==> config.mk <==
export PLATFORM = sky130hd
export DESIGN_NAME = pipe_stage_reg
export DESIGN_NICKNAME = d
export VERILOG_FILES = /design/src/rtl/pipe_stage_reg_pkg.sv /design/src/rtl/pipe_stage_reg_sat_cnt.sv /design/src/rtl/pipe_stage_reg.sv
export SDC_FILE = /design/constraint.sdc
export NUM_CORES = 1
export LEC_CHECK = 0
export BUFFER_PORTS_ARGS = -buffer_cell sky130_fd_sc_hd__buf_2
export CAP_MARGIN = 20
export CORE_MARGIN = 4
export CORE_UTILIZATION = 35
export DETAILED_ROUTE_END_ITERATION = 6
export PLACE_DENSITY_LB_ADDON = 0.15
export REMOVE_ABC_BUFFERS = 1
export SYNTH_ARGS = -nofsm -noshare
export SYNTH_HDL_FRONTEND = slang
export SYNTH_SLANG_ARGS = --single-unit
==> constraint.sdc <==
create_clock -name clk -period 6.32 [get_ports clk]
set_input_delay 1.264 -clock clk [delete_from_list [all_inputs] [get_ports clk]]
set_output_delay 1.264 -clock clk [all_outputs]
set_load 0.02 [all_outputs]
==> src/rtl/pipe_stage_reg_pkg.sv <==
// pipe_stage_reg_pkg: state encodings, zero payload and control polarities shared by pipe_stage_reg.
package pipe_stage_reg_pkg;
  typedef enum logic [1:0] {
    ST_EMPTY = 2'b00,
    ST_ONE   = 2'b01,
    ST_FULL  = 2'b10
  } state_t;
  localparam int MAX_PL_W = 1024;
  localparam logic [MAX_PL_W-1:0] ZERO_PAYLOAD = '0;
  localparam logic RST_ON = 1'b1;
  localparam logic FLUSH_ON = 1'b1;
endpackage

==> src/rtl/pipe_stage_reg_sat_cnt.sv <==
// pipe_sat_cnt: W-bit saturating up-counter with enable and asynchronous active-high reset.
module pipe_sat_cnt #(
  parameter int W = 16
) (
  input  logic         clk,
  input  logic         rst,
  input  logic         en,
  output logic [W-1:0] cnt
);
  always_ff @(posedge clk or posedge rst)
    if (rst) cnt <= '0;
    else if (en && !(&cnt)) cnt <= cnt + 1'b1;
endmodule

==> src/rtl/pipe_stage_reg.sv <==
// pipe_stage_reg: valid/ready pipeline register with 2-entry skid buffer and flush.
// Define PIPE_STAGE_PERF_EN to add saturating stall/bubble counters.
module pipe_stage_reg
  import pipe_stage_reg_pkg::*;
#(
  parameter int PC_W   = 32,
  parameter int INST_W = 32,
  parameter int SIDE_W = 1,
  parameter int CNT_W  = 16
) (
  input  logic              clk,
  input  logic              rst,
  input  logic              flush,
  input  logic              up_valid,
  output logic              up_ready,
  input  logic [PC_W-1:0]   up_pc,
  input  logic [INST_W-1:0] up_inst,
  input  logic [SIDE_W-1:0] up_side,
  output logic              dn_valid,
  input  logic              dn_ready,
  output logic [PC_W-1:0]   dn_pc,
  output logic [INST_W-1:0] dn_inst,
  output logic [SIDE_W-1:0] dn_side
`ifdef PIPE_STAGE_PERF_EN
  ,
  output logic [CNT_W-1:0]  stall_cnt,
  output logic [CNT_W-1:0]  bubble_cnt
`endif
);
  localparam int PL_W = PC_W + INST_W + SIDE_W;
  localparam logic [PL_W-1:0] ZERO = ZERO_PAYLOAD[PL_W-1:0];
  state_t state, state_nx;
  logic [PL_W-1:0] out_q, skid_q, out_nx, skid_nx, up_pl;
  assign up_pl = {up_side, up_pc, up_inst};
  assign up_ready = state != ST_FULL;
  assign dn_valid = state != ST_EMPTY;
  // out is kept zero whenever the stage is empty, so outputs need no masking
  assign {dn_side, dn_pc, dn_inst} = out_q;
  always_comb begin
    state_nx = state;
    out_nx = out_q;
    skid_nx = skid_q;
    if (flush == FLUSH_ON) begin
      state_nx = ST_EMPTY;
      out_nx = ZERO;
      skid_nx = ZERO;
    end else if (state == ST_EMPTY) begin
      if (up_valid) begin
        out_nx = up_pl;
        state_nx = ST_ONE;
      end
    end else if (state == ST_ONE) begin
      if (up_valid && dn_ready) out_nx = up_pl;
      else if (up_valid) begin
        skid_nx = up_pl;
        state_nx = ST_FULL;
      end else if (dn_ready) begin
        out_nx = ZERO;
        state_nx = ST_EMPTY;
      end
    end else if (state == ST_FULL) begin
      if (dn_ready) begin
        out_nx = skid_q;
        skid_nx = ZERO;
        state_nx = ST_ONE;
      end
    end else begin
      state_nx = ST_EMPTY;
      out_nx = ZERO;
      skid_nx = ZERO;
    end
  end
  always_ff @(posedge clk or posedge rst)
    if (rst) begin
      state <= ST_EMPTY;
      out_q <= ZERO;
      skid_q <= ZERO;
    end else begin
      state <= state_nx;
      out_q <= out_nx;
      skid_q <= skid_nx;
    end
`ifdef PIPE_STAGE_PERF_EN
  pipe_sat_cnt #(.W(CNT_W)) u_stall (
    .clk(clk), .rst(rst), .en(dn_valid && !dn_ready), .cnt(stall_cnt)
  );
  pipe_sat_cnt #(.W(CNT_W)) u_bubble (
    .clk(clk), .rst(rst), .en(!dn_valid), .cnt(bubble_cnt)
  );
`endif
endmodule

==> reports/summary.txt, run 1 <==
Crit-path slowest cell: a21oi_4
Part of the Yosys area used for sequential elements: 55.7%
Die height: 138 µm
Slew headroom: 40.5%
Core Area: 0.0166 mm²
# Post-CTS Setup Buffers: 0
Min-Delay Path Class: flop to flop
Setup Viol. Count Final: 0
Worst-margin pin slew: 0.891 ns
Met3 Usage GRT: 5.49%
Num ports: 137
Startpoint of the worst hold path: out_q[14]
Min Tclk post-route: 2.68 ns
Worst Hold End: out_q[14]
WP data arrival: 3.01 ns
Clk buf depth: 2
Area leader, netlist: dfrtp_1
Final Max Tran Viols: 0
Root buf cell: clkbuf_16
Cells after DPL: 908
Post-CTS Resized: 0
Ant. Diodes: 0
Gate count of the mapped netlist: 588
Cts hold-fix bufs: 0
DRC: 0
Cell area after synthesis: 0.00593 mm²
Clk_skew: 0.00828 ns
Met2 usage: 24.0%
Finished Cell Area: 0.00727 mm²
Post-synthesis xor/xnor area fraction: 0%
Initial core utilization: 35.8%
Critical path type: input port to flop
Site row count: 47
Post-layout net count: 777
Largest net degree at the start of global routing: 97
R2R depth: 5
Final clock period utilization by the worst path: 42.4%
Gr busiest metal: met2
Share of cells above drive strength 1: 25.5%
Num Clock Sinks: 132
Multi-input gate area: 0.00214 mm²
RR Startpoint: state[0]
1st-iter DRT viols: 180
First-pass DRT Iterations: 4
Setup TNS: 0 ns
Gpl congestion: 0.758
Synth top area share: 55.7%
H-Tree Level Count: 4
R2R Setup Slk: 4.02 ns
WL final: 14.4 mm
Number of synthesis warnings: 0
Simple-Gate Fraction of Synth Area: 9.85%
Placed cell areas: 0.00675 mm²
Antenna Nets Post-Route: 0
Gr ovfl total: 0
Worst Path Required: 6.65 ns
DR vias: 4506
Fmax: 373 MHz
CP Max Fanout: 96
Status: finished clean
CTS tree: built
Total of max-cap violations: 0
Adder-cell share of the synthesized area: 0%
Fill count: 1666
Compound-Gate Fraction of Synth Area: 14.4%
Distinct cells, synth: 23
Grt met1 use: 20.4%
CTS buffer count: 17
FF+latch count, synth: 132
Largest cells by area after synthesis: dfrtp_1 56%, mux2i_1 11%, a22oi_1 8.2%, a21oi_1 5.6%, nor2_1 4.4%
Final Hold Vio Count: 0
Worst-Skew Late Latency: 0.41 ns
First-pass GRT wire length: 24.2 mm
P_leak: 3.48 nW
Die W: 138 µm
Crit path buf inv count: 2
Vias in the first global route: 4633
CP Cell Sequence: buf_2 > nor2_2 > a21oi_4 > buf_12 > nor2_1 > a21oi_1
Largest family of logic cells by synthesized area: compound AO/OA/AOI/OAI gates
Clk slew on worst S/H paths: 0.06 ns
Maximum VDD drop: 0.176 mV
FF-to-FF End: out_q[52]
RSZ-0062 raised after global routing: no
Hpwl dp: 9.20 mm
Vias per inst: 4.80
CP startpoint kind: input port
Post-Synthesis Mean Instance Area: 10.1 µm²
All-Layer GR Usage: 15.5%
Die area: 0.0191 mm²
Initial antenna violation count: 1
Slowest stage delay, CP: 0.72 ns
Port bufs: 136
Fin cells: 939
Area Growth Syn to Fin: 22.6%
CP top delay family: compound AO/OA/AOI/OAI gates
Mux contribution to synthesized area: 11.3%
Register area: 0.00330 mm²
Pwr Density: 302 mW/mm²
Hold-critical path depth: 2
Critical path capture point type: flop
Post-DR wirelength/cell: 15.3 µm
-- worst max path at each step --
stage                  start         end  slack, ns  cells past startpoint
detailed placement     flush   out_q[45]       3.19                      6
finish                 flush   out_q[45]       3.64                      6
global route        dn_ready   out_q[42]       3.45                      6
floorplan              flush   skid_q[0]       1.23                      3
CTS                 state[1]    dn_valid       3.62                      2
global placement    up_valid  skid_q[38]       2.98                      6
-- cells by family (layout without fill, tap and decap cells) --
family,after synthesis,in the layout
multiplexers,67,67
AND/OR/NAND/NOR,144,144
flip-flops,132,132
AO/OA/AOI/OAI,135,135
buffers and inverters,110,241
-- tightest hold or removal path, delay by kind of cell, from the launching register on --
| family | cells | cell delay [ns] |
|---|---|---|
| flops | 1 | 0.33 |
| simple gates | 1 | 0.04 |
| compound gates | 1 | 0.10 |
-- cell type report --
class	instances	share of cell area, %
tap	220	3.78
timing repair buffer	144	10.7
clock inverter	9	0.791
sequential	132	45.4
inverter	66	3.47
clock buffer	22	6.38
multi-input combinational	346	29.5
-- flip-flops by register name, summed over array words and instances, names as in the netlist --
| name | count |
|---|---|
| out_q | 65 |
| skid_q | 65 |
| state | 2 |
-- routing by layer --
| layer | vias to the layer above | share of wire (%) |
|---|---|---|
| met1 | 2168 | 45 |
| li1 | 2204 | - |
| met3 | 19 | 6.3 |
| met4 | 2 | 1.3 |
| met2 | 113 | 47 |
| met5 | - | 0.090 |
-- metrics by stage --
step                hold WS, ns  util [%]  worst slack [ns]  power [W]
global route              0.536      43.9              3.45    0.00231
floorplan                 0.497         -              1.23    0.00121
detailed placement        0.512      40.7              3.19    0.00135
CTS                       0.522      43.9              3.62    0.00223
finish                    0.518      43.9              3.64    0.00220
global placement          0.500      40.6              2.98    0.00134
-- synthesized netlist by cell type --
cell type,n
or2_2,1
nor2b_1,1
buf_4,8
or3b_2,1
a21boi_2,1
nand3b_1,1
nor4b_2,1
nand2b_4,1
a22oi_1,65
a21oi_1,66
dfrtp_1,132
inv_1,66
o22a_1,1
nor2_2,2
buf_2,25
a211oi_1,1
mux2i_1,67
clkbuf_1,5
nor3b_1,1
nor2_1,69
nand2_1,66
a21oi_2,1
buf_6,6
-- cells in the final DEF, fill, tap and decap left out, drive strengths merged --
cell type / n
a211oi: 1
a21boi: 1
a21oi: 67
a22oi: 65
buf: 144
clkbuf: 22
clkinv: 4
clkinvlp: 5
dfrtp: 132
inv: 66
mux2i: 67
nand2: 66
nand2b: 1
nand3b: 1
nor2: 71
nor2b: 1
nor3b: 1
nor4b: 1
o22a: 1
or2: 1
or3b: 1
-- where the power goes --
part	leakage [nW]	switching [W]	internal [W]
Sequential	1.73	0.0000420	0.000923
Combinational	1.51	0.000231	0.000129
Clock	0.244	0.000356	0.000516
(Power assumes the default switching activity.)
==> run 2: changes to the inputs <==
Clock period 6.32 ns to 2.2 ns, I/O delays scaled along.
==> run 2 against run 1 <==
Effect of this change:
- clock-buffer cell count shrank 2
- hold slack lost 0.31 ns
- largest power group is now clock
- via count grew 1.7%
- clock skew grew 0.0021 ns
- setup slack lost 3.3 ns
- final cell count grew 0.21%
- power grew to 3.0 times the previous value
- global-route usage grew 0.36 points
- die area is the same
- first-iteration DRC count grew 40%
- non-clock buffer count grew 1
==> reports/summary.txt, run 2 (synthesized netlist as in run 1, its figures left out) <==
Min Tclk post-route: 1.85 ns
CP Cell Sequence: or2_2 > buf_2
Maximum VDD drop: 0.523 mV
Num ports: 137
Met3 wire length: 909 µm
Final Max Tran Viols: 0
Smallest hold slack: 0.210 ns
First-pass GRT wire length: 24.5 mm
Clk buf depth: 2
1st-iter DRT viols: 252
Critical path capture point type: output port
WP data arrival: 1.41 ns
Share of cells above drive strength 1: 25.9%
Die W: 138 µm
DRC: 0
Finished Cell Area: 0.00741 mm²
Placed cell areas: 0.00682 mm²
First-pass DRT Iterations: 4
Hpwl dp: 9.07 mm
H-Tree Level Count: 4
CP Max Fanout: 9
Initial antenna violation count: 0
Commonest non-fill, non-tap cells in the layout: 136 x buf_2, 132 x dfrtp_1, 68 x nor2_1
Initial core utilization: 35.8%
Fmax: 542 MHz
Fin cells: 941
Final Hold Vio Count: 0
Area Growth Syn to Fin: 24.9%
Ant. Diodes: 0
Status: finished clean
Largest registers: out_q (65), skid_q (65), state (2)
Commonest non-fill, non-tap cell in the layout: buf_2
Final clock period utilization by the worst path: 83.9%
Die area: 0.0191 mm²
Site row count: 47
WL met2: 7.24 mm
Clk_skew: 0.0104 ns
CTS tree: built
Antenna Nets Post-Route: 0
Root buf cell: clkbuf_16
Crit-path slowest cell: dfrtp_1
Worst Path Required: 1.76 ns
CP top delay family: flip-flops
Final Power: 0.00663 W
Port bufs: 136
DR vias: 4583
WL final: 14.7 mm
Cts hold-fix bufs: 0
Crit path buf inv count: 1
Routed length on met1: 6.40 mm
Top layer in use: met4
Post-layout net count: 778
CP startpoint kind: flop
RSZ-0062 raised after global routing: no
Post-DR wirelength/cell: 15.7 µm
Gpl congestion: 0.724
P_leak: 3.55 nW
Slew headroom: 52.2%
Num Clock Sinks: 132
Die height: 138 µm
All-Layer GR Usage: 15.8%
Gr ovfl total: 0
Core Area: 0.0166 mm²
Critical path type: flop to output port
Vias in the first global route: 4660
Clk slew on worst S/H paths: 0.06 ns
# Post-CTS Setup Buffers: 0
Worst-margin pin slew: 0.718 ns
Pwr Density: 895 mW/mm²
Total of max-cap violations: 0
Min-Delay Path Class: input port to async pin
Vias per inst: 4.87
Setup Viol. Count Final: 0
Fill count: 1659
Worst-Skew Late Latency: 0.42 ns
Post-CTS Resized: 0
Slowest stage delay, CP: 0.50 ns
Largest net degree at the start of global routing: 133
CTS buffer count: 17
R2R Setup Slk: 0.41 ns
Cells after DPL: 909
run 2: cell count changes in the layout (fill, tap and decap cells not counted), sizes merged:
cell | previous run | this run
clkinv | 4 | 9
buf | 144 | 145
clkbuf | 22 | 20
clkinvlp | 5 | 1
bufinv | 0 | 2
run 2: metrics by stage:
step                      setup WS, ns  setup TNS (ns)  util (%)
after floorplan                  -2.18         -473.52         -
after global placement           0.396               0      41.1
after detailed placement         0.345               0      41.1
after CTS                        0.328               0      44.7
after global routing             0.261               0      44.7
final                            0.355               0      44.7
run 2: final timing paths:
check / from / to / depth (start not counted)
hold reg to reg: skid_q[59] / skid_q[59] / 2
min in group clk: up_inst[26] / skid_q[26] / 3
hold / removal: rst / out_q[20] / 3
max in group asynchronous: rst / out_q[43] / 3
setup reg to reg: state[1] / out_q[34] / 5
setup / recovery: state[1] / dn_valid / 2
run 2: per-layer routing:
layer	global-route usage (%)	vias to the layer above
li1	-	2200
met1	19.5	2250
met2	26.2	119
met3	5.73	14
met4	4.84	0
met5	0	-
run 2: final cells by class:
class                   count  area [µm²]  share of cell area (%)
clock inverters            12         131                    1.77
well taps                 220         275                    3.71
flip-flops and latches    132        3300                    44.6
inverters                  66         253                    3.41
multi-input cells         346        2140                    28.9
repair buffers            145         848                    11.4
clock buffers              20         457                    6.16
run 2: where the power goes:
| group | switching [W] | internal (W) |
|---|---|---|
| combinational | 0.000669 | 0.000388 |
| sequential | 0.000129 | 0.00265 |
| clock | 0.00107 | 0.00173 |
run 2: worst register-to-register path, cell delays in order, from the launching register on:
cell,delay [ns]
dfrtp_1,0.50
nor2_2,0.24
a21boi_4,0.25
buf_4,0.39
a22oi_1,0.16
a21oi_1,0.18
